File: src/rtl/layer1_result_writer.sv
// Layer-1 write-back controller: stores one result per filter for each window
// position at its filter-major address, then asks the loader for the next window.
// Optional build macro LAYER1_WRITER_RELU_EN clamps negative results to zero.
module layer1_result_writer #(
    parameter int DATA_W  = 8,
    parameter int NUM_FIL = 4,
    parameter int OUT_DIM = 13,
    parameter int ADDR_W  = 32
) (
    input  logic                      clk,
    input  logic                      rst,
    input  logic                      start,
    input  logic                      resValid,
    input  logic [NUM_FIL*DATA_W-1:0] resData,
    output logic                      resReady,
    output logic                      ldBuf,
    output logic                      memWrEn,
    output logic [ADDR_W-1:0]         memWrIdx,
    output logic [DATA_W-1:0]         memWrData,
    output logic                      busy,
    output logic                      finished
);

    localparam int POS_W = (OUT_DIM > 1) ? $clog2(OUT_DIM) : 1;
    localparam int FIL_W = (NUM_FIL > 1) ? $clog2(NUM_FIL) : 1;
    localparam logic [POS_W-1:0] LAST_POS = POS_W'(OUT_DIM - 1);
    localparam logic [FIL_W-1:0] LAST_FIL = FIL_W'(NUM_FIL - 1);

    typedef enum logic [2:0] {IDLE, WAIT_RES, WRITE, REQ, DONE} state_t;

    state_t                      state;
    logic [POS_W-1:0]            row;
    logic [POS_W-1:0]            col;
    logic [FIL_W-1:0]            fil;
    logic [FIL_W-1:0]            fil_next;
    logic [NUM_FIL*DATA_W-1:0]   hold;

    assign fil_next = fil + FIL_W'(1);

    function automatic logic [ADDR_W-1:0] write_index(input logic [FIL_W-1:0] f,
                                                      input logic [POS_W-1:0] r,
                                                      input logic [POS_W-1:0] c);
        return ADDR_W'(f) * ADDR_W'(OUT_DIM * OUT_DIM) + ADDR_W'(r) * ADDR_W'(OUT_DIM) + ADDR_W'(c);
    endfunction

    function automatic logic [DATA_W-1:0] write_data(input logic [NUM_FIL*DATA_W-1:0] bank,
                                                     input logic [FIL_W-1:0] f);
        logic [DATA_W-1:0] v;
        v = bank[f*DATA_W +: DATA_W];
`ifdef LAYER1_WRITER_RELU_EN
        if (v[DATA_W-1])
            v = '0;
`endif
        return v;
    endfunction

    // Outputs are registered alongside the state, so each is loaded with the
    // value belonging to the state being entered.
    always_ff @(posedge clk or posedge rst) begin
        if (rst) begin
            state     <= IDLE;
            row       <= '0;
            col       <= '0;
            fil       <= '0;
            hold      <= '0;
            resReady  <= 1'b0;
            ldBuf     <= 1'b0;
            memWrEn   <= 1'b0;
            memWrIdx  <= '0;
            memWrData <= '0;
            busy      <= 1'b0;
            finished  <= 1'b0;
        end else begin
            case (state)
                IDLE, DONE: begin
                    if (start) begin
                        state    <= WAIT_RES;
                        row      <= '0;
                        col      <= '0;
                        fil      <= '0;
                        resReady <= 1'b1;
                        busy     <= 1'b1;
                        finished <= 1'b0;
                    end
                end
                WAIT_RES: begin
                    if (resValid) begin
                        state     <= WRITE;
                        hold      <= resData;
                        fil       <= '0;
                        resReady  <= 1'b0;
                        memWrEn   <= 1'b1;
                        memWrIdx  <= write_index('0, row, col);
                        memWrData <= write_data(resData, '0);
                    end
                end
                WRITE: begin
                    if (fil == LAST_FIL) begin
                        fil       <= '0;
                        memWrEn   <= 1'b0;
                        memWrIdx  <= '0;
                        memWrData <= '0;
                        if (row == LAST_POS && col == LAST_POS) begin
                            state    <= DONE;
                            busy     <= 1'b0;
                            finished <= 1'b1;
                        end else begin
                            state <= REQ;
                            ldBuf <= 1'b1;
                            if (col == LAST_POS) begin
                                col <= '0;
                                row <= row + POS_W'(1);
                            end else begin
                                col <= col + POS_W'(1);
                            end
                        end
                    end else begin
                        fil       <= fil_next;
                        memWrIdx  <= write_index(fil_next, row, col);
                        memWrData <= write_data(hold, fil_next);
                    end
                end
                REQ: begin
                    state    <= WAIT_RES;
                    ldBuf    <= 1'b0;
                    resReady <= 1'b1;
                end
                default: state <= IDLE;
            endcase
        end
    end

endmodule
File: config.mk
export PLATFORM = sky130hd
export DESIGN_NAME = layer1_result_writer
export DESIGN_NICKNAME = d
export VERILOG_FILES = /design/src/rtl/layer1_result_writer.sv
export SDC_FILE = /design/constraint.sdc
export NUM_CORES = 1
export LEC_CHECK = 0
export CORE_MARGIN = 2
export CORE_UTILIZATION = 30
export DETAILED_ROUTE_END_ITERATION = 6
export DONT_BUFFER_PORTS = 1
export GPL_TIMING_DRIVEN = 0
export SETUP_SLACK_MARGIN = 0.4
export SYNTH_ARGS = -nofsm -noshare
export SYNTH_HDL_FRONTEND = slang
export SYNTH_SLANG_ARGS = --single-unit
File: constraint.sdc
create_clock -name clk -period 9.2 [get_ports clk]
set_input_delay 1.38 -clock clk [delete_from_list [all_inputs] [get_ports clk]]
set_output_delay 1.38 -clock clk [all_outputs]
set_load 0.02 [all_outputs]
== Word level (Yosys, flattened, before mapping) ==
Index checks and enable logic that the tools add are counted.
Operators by class
  $mul: 2
  eq/ne operators: 13
  $add $sub $neg: 6
  reduce and logical (&&, ||, !) cells: 18
  mux-type cells: 40
  shift operators: 1
Operators by type and width (count)
  32-bit case mux with 2 select lines: 1
  32-bit two-way mux: 1
  32-bit by 6-bit variable part select with 8-bit output: 1
  4-bit two-way mux: 7
  8-bit two-way mux: 2
  4-bit case mux with 2 select lines: 2
  8-bit case mux with 2 select lines: 1
  3-bit AND reduction: 5
  11-bit by 4-bit adder with 12-bit output: 1
  12-bit two-way mux: 1
  3-bit two-way mux: 4
  2-bit inequality test, second input constant: 6
  3-bit case mux with 4 select lines: 1
  10-bit by 8-bit adder with 11-bit output: 1
  1-bit two-way mux: 11
  2-bit by 8-bit multiplier with 10-bit output, second input constant: 1
  8-bit by 4-bit adder with 9-bit output: 1
  4-bit by 1-bit adder with 4-bit output, second input constant: 2
  4-bit equality test, second input constant: 2
  4-bit by 4-bit multiplier with 8-bit output, second input constant: 1
  1-bit case mux with 2 select lines: 4
  4-bit AND reduction: 2
  3-bit by 2-bit equality test with 1-bit output, second input constant: 2
  2-bit two-way mux: 3
  other kinds (13): 17
Word-level totals
  word-level logic and storage cells: 92
  bits in registers: 90

== Longest topological paths before layout ==
  depth in word-level cells: 6
  depth in mapped cells: 15
  gate-level depth less buffers: 15

== Least setup slack after synthesis ==
Ideal clock, no wire load.
  path kind: reg-to-reg
  from: register row[1]
  to: register memWrIdx[10]
  library setup time: 0.122 ns
  buffers on the path: 0
  data required time: 9.078 ns
  path slack: 5.231 ns
  arrival: 3.847 ns
  cell stages (with the launch flop): 16
  cells stage by stage: dfrtp_1 inv_1 ha_1 ha_1 ha_1 fa_1 a21o_1 a21oi_1 xnor2_1 ha_1 ha_1 ha_1 a21o_1 a31oi_1 o21bai_1 a32o_1
On the way
  cells in the longest elaborated chain, start to end: 5
RTL lines
  start, declared: line 32  | logic [POS_W-1:0] row;
  start signal, assigned: line 112  | row <= row + POS_W'(1);
  4-bit by 4-bit multiplier with 8-bit output: line 43  | return ADDR_W'(f) * ADDR_W'(OUT_DIM * OUT_DIM) + ADDR_W'(r) * ADDR_W'(OUT_DIM) + ADDR_W'(c);
  10-bit by 8-bit adder with 11-bit output: line 43
  11-bit by 4-bit adder with 12-bit output: line 43
  12-bit two-way mux: line 98  | if (fil == LAST_FIL) begin
  32-bit case mux with 2 select lines: line 74  | case (state)
  end signal, assigned: line 93  | memWrIdx <= write_index('0, row, col);
  end signal, assigned: line 119  | memWrIdx <= write_index(fil_next, row, col);
  end, declared: line 18  | output logic [ADDR_W-1:0] memWrIdx,
No other way between the ends.
A chain may end at the register's enable or synchronous reset.

== Final worst setup path ==
  from: register row[0]
  to: register memWrIdx[10]
The elaborated chain is that of the path after synthesis.

==> out/qor.yml <==
die_w_microns: 123
fin_crit_sh_pct: 47.0
holdWs_ns: 0.474
grt_pass1_vias: 3238
multi_input_area_sq_um: 2250
powerDensity_nw_per_um2: 325
seqCellArea_sq_um: 1730
yosys.area.top_type: "dfrtp_1"
drt-initial-drc-count: 215
crit_buf_inv: 1
fin_crit_ns: 4.32
final_util_pct: 35.3
clk_pin_slew_ns: 0.06
first_pass_iters: 4
gp_congestion: 0.824
clock-root-buffer: "clkbuf_16"
p_leak_nw: 2.58
tightest_slew_ns: 0.868
cts_made_buffers: 9
cts_tree: "yes"
cts.htree.levels: 3
ys_seq_area_share_pct: 40.8
hold_viol: 0
crit_chain: "inv_1 > ha_1 > ha_1 > ha_1 > fa_1 > a21o_1 > a21oi_1 > xnor2_1 > ha_1 > ha_1 > ha_1 > a21o_1 > a31oi_1 > o21bai_1 > a32o_1"
slew-limit-headroom_pct: 42.2
coreArea_sq_um: 13800
instances_no_fill: 658
dp.cells: 642
finalSetupViolations: 0
ys.flop_type: "dfrtp_1"
cap_violations: 0
cp_data_required_time_ns: 9.43
drive_gt1_share_pct: 13.6
wl_microns: 10300
cts_setup_buffers: 0
timing.fmax_mhz: 231
worstSetupPathType: "reg2reg"
synth_enable_flop_cells: 0
initial_core_util_pct: 30.6
cpMostUsedCell: "ha_1"
port-buffer-count: 0
cts_resized: 0
crit_family: "adder cells"
antenna_left: 0
synth_warnings: 0
ios: 81
grt_overflow: 0
status: "complete, no violations"
irDropWorstVdd_mv: 0.113
critPathMaxFanout: 7
grt_start_max_net_pins: 70
grt.total_usage_pct: 14.5
skew_ns: 0.00813
fin_nets: 557
cts.sinks: 69
hold_buffers: 0
avgSynthCellArea_sq_um: 9.57
num_antenna_cells: 0
area_growth_pct: 15.4
slew_viol_final: 0
wire_per_inst_microns: 15.6
ctsLongestPathBuffers: 2
arrival_ns: 4.55
drc: 0
row_count: 43
die_y_microns: 123
finalPower_w: 0.00158
setup_tns_ns: 0
vias: 3167
synthCells: 442
rsz0062_at_grt: "no"
dieArea_sq_um: 15100
viasPerCell: 4.81
cpPeakStageDelay_ns: 0.50
crit_path_end_kind: "register"
cpMaxStageDelayCell: "dfrtp_1"
ys_ff_latch: 69
dp_hpwl_microns: 7780
final_common_cell: "nand2_1"
synth.top_cells.by_area: "dfrtp_1 41%, ha_1 13%, nand2_1 11%, buf_4 4.3%, mux4_2 4.3%"
synthArstFlopShare_pct: 100
fill_cells: 1378
clock_latency_ns: 0.34
hp-class: "reg2reg"
grt_pass1_wl_microns: 16500
synth_top_area_share_pct: 40.8
antenna_found_initial: 0
startpoint_type: "register"
layout_common_cells: "122 x nand2_1, 69 x dfrtp_1, 43 x ha_1, 24 x buf_4"
synth_cell_types: 52
netlist_area_sq_um: 4230
[tightest hold or removal path, cell delays in order, from the launching register on]
cell	delay, ns
dfrtp_1	0.34
nand2_1	0.05
nand2_1	0.05
[cells in the mapped netlist, types with 3 or more instances]
library cell  instances
nand2b_1              4
xnor2_1               9
xor2_1                9
a21oi_1              16
ha_1                 43
o22ai_1               6
a22oi_1               9
fa_1                  5
nor2b_1               3
nor2_1               15
nand3_1               3
o21ai_0              14
nand3b_1              3
a21o_1                7
buf_2                 9
mux4_2                8
nand2_1             122
dfrtp_1              69
o21ai_1               3
inv_1                22
buf_4                24
a31oi_1               5
[layout make-up]
cell class | count | area share [%]
Clock inverter | 7 | 2.49
Tap cell | 180 | 4.62
Sequential cell | 69 | 35.4
Multi-Input combinational cell | 334 | 46.0
Clock buffer | 9 | 4.62
Inverter | 22 | 1.74
Buffer | 37 | 5.08
[flip-flops by register name (all words and copies together) (netlist names)]
name       count
hold          32
fil            2
busy           1
ldBuf          1
state          3
row            4
memWrEn        1
resReady       1
memWrIdx      11
memWrData      8
col            4
finished       1
[logic make-up (layout without fill, tap and decap cells)]
logic type / after synthesis / in the layout / synth area share [%]
buf+inv: 59 / 75 / 7.81
xor+xnor: 19 / 19 / 4.11
fa+ha+maj: 48 / 48 / 15.1
compound gates: 76 / 76 / 11.7
flops: 69 / 69 / 40.8
other cells: 1 / 21 / 0.0887
mux: 10 / 10 / 4.74
simple gates: 160 / 160 / 15.6
[path summary, 6_finish.rpt]
check | slack (ns) | cells past startpoint | start | to
worst min register to register | 0.47 | 2 | hold[17] | hold[17]
worst max-delay path | 4.88 | 15 | row[0] | memWrIdx[10]
worst max register to register | 4.88 | 15 | row[0] | memWrIdx[10]
max in group asynchronous | 7.54 | 1 | rst | memWrData[4]
worst min-delay path | 0.47 | 2 | hold[17] | hold[17]
min in group asynchronous | 1.09 | 1 | rst | ldBuf
[where the power goes]
group | internal, W | switching [W]
registers | 0.000427 | 0.000146
logic | 0.000258 | 0.000348
clock network | 0.000267 | 0.000139
total | 0.000952 | 0.000632
[metrics by stage]
stage / area, sq um / worst slack (ns)
finish: 4880 / 4.88
detailed placement: 4530 / 4.87
global route: 4880 / 4.63
floorplan: 4300 / 5.23
CTS: 4880 / 4.86
global placement: 4530 / 4.94
[metal layers]
| metal | vias up | routed length, microns | part of all wire [%] | GRT usage, % |
|---|---|---|---|---|
| met3 | 16 | 702 | 6.8 | 4.04 |
| met2 | 92 | 5010 | 49 | 23.7 |
| li1 | 1522 | - | - | - |
| met5 | - | 0 | 0 | 0 |
| met1 | 1537 | 4370 | 43 | 17.8 |
| met4 | 0 | 176 | 1.7 | 6.03 |
No activity file was read; power rests on OpenSTA's default activity.
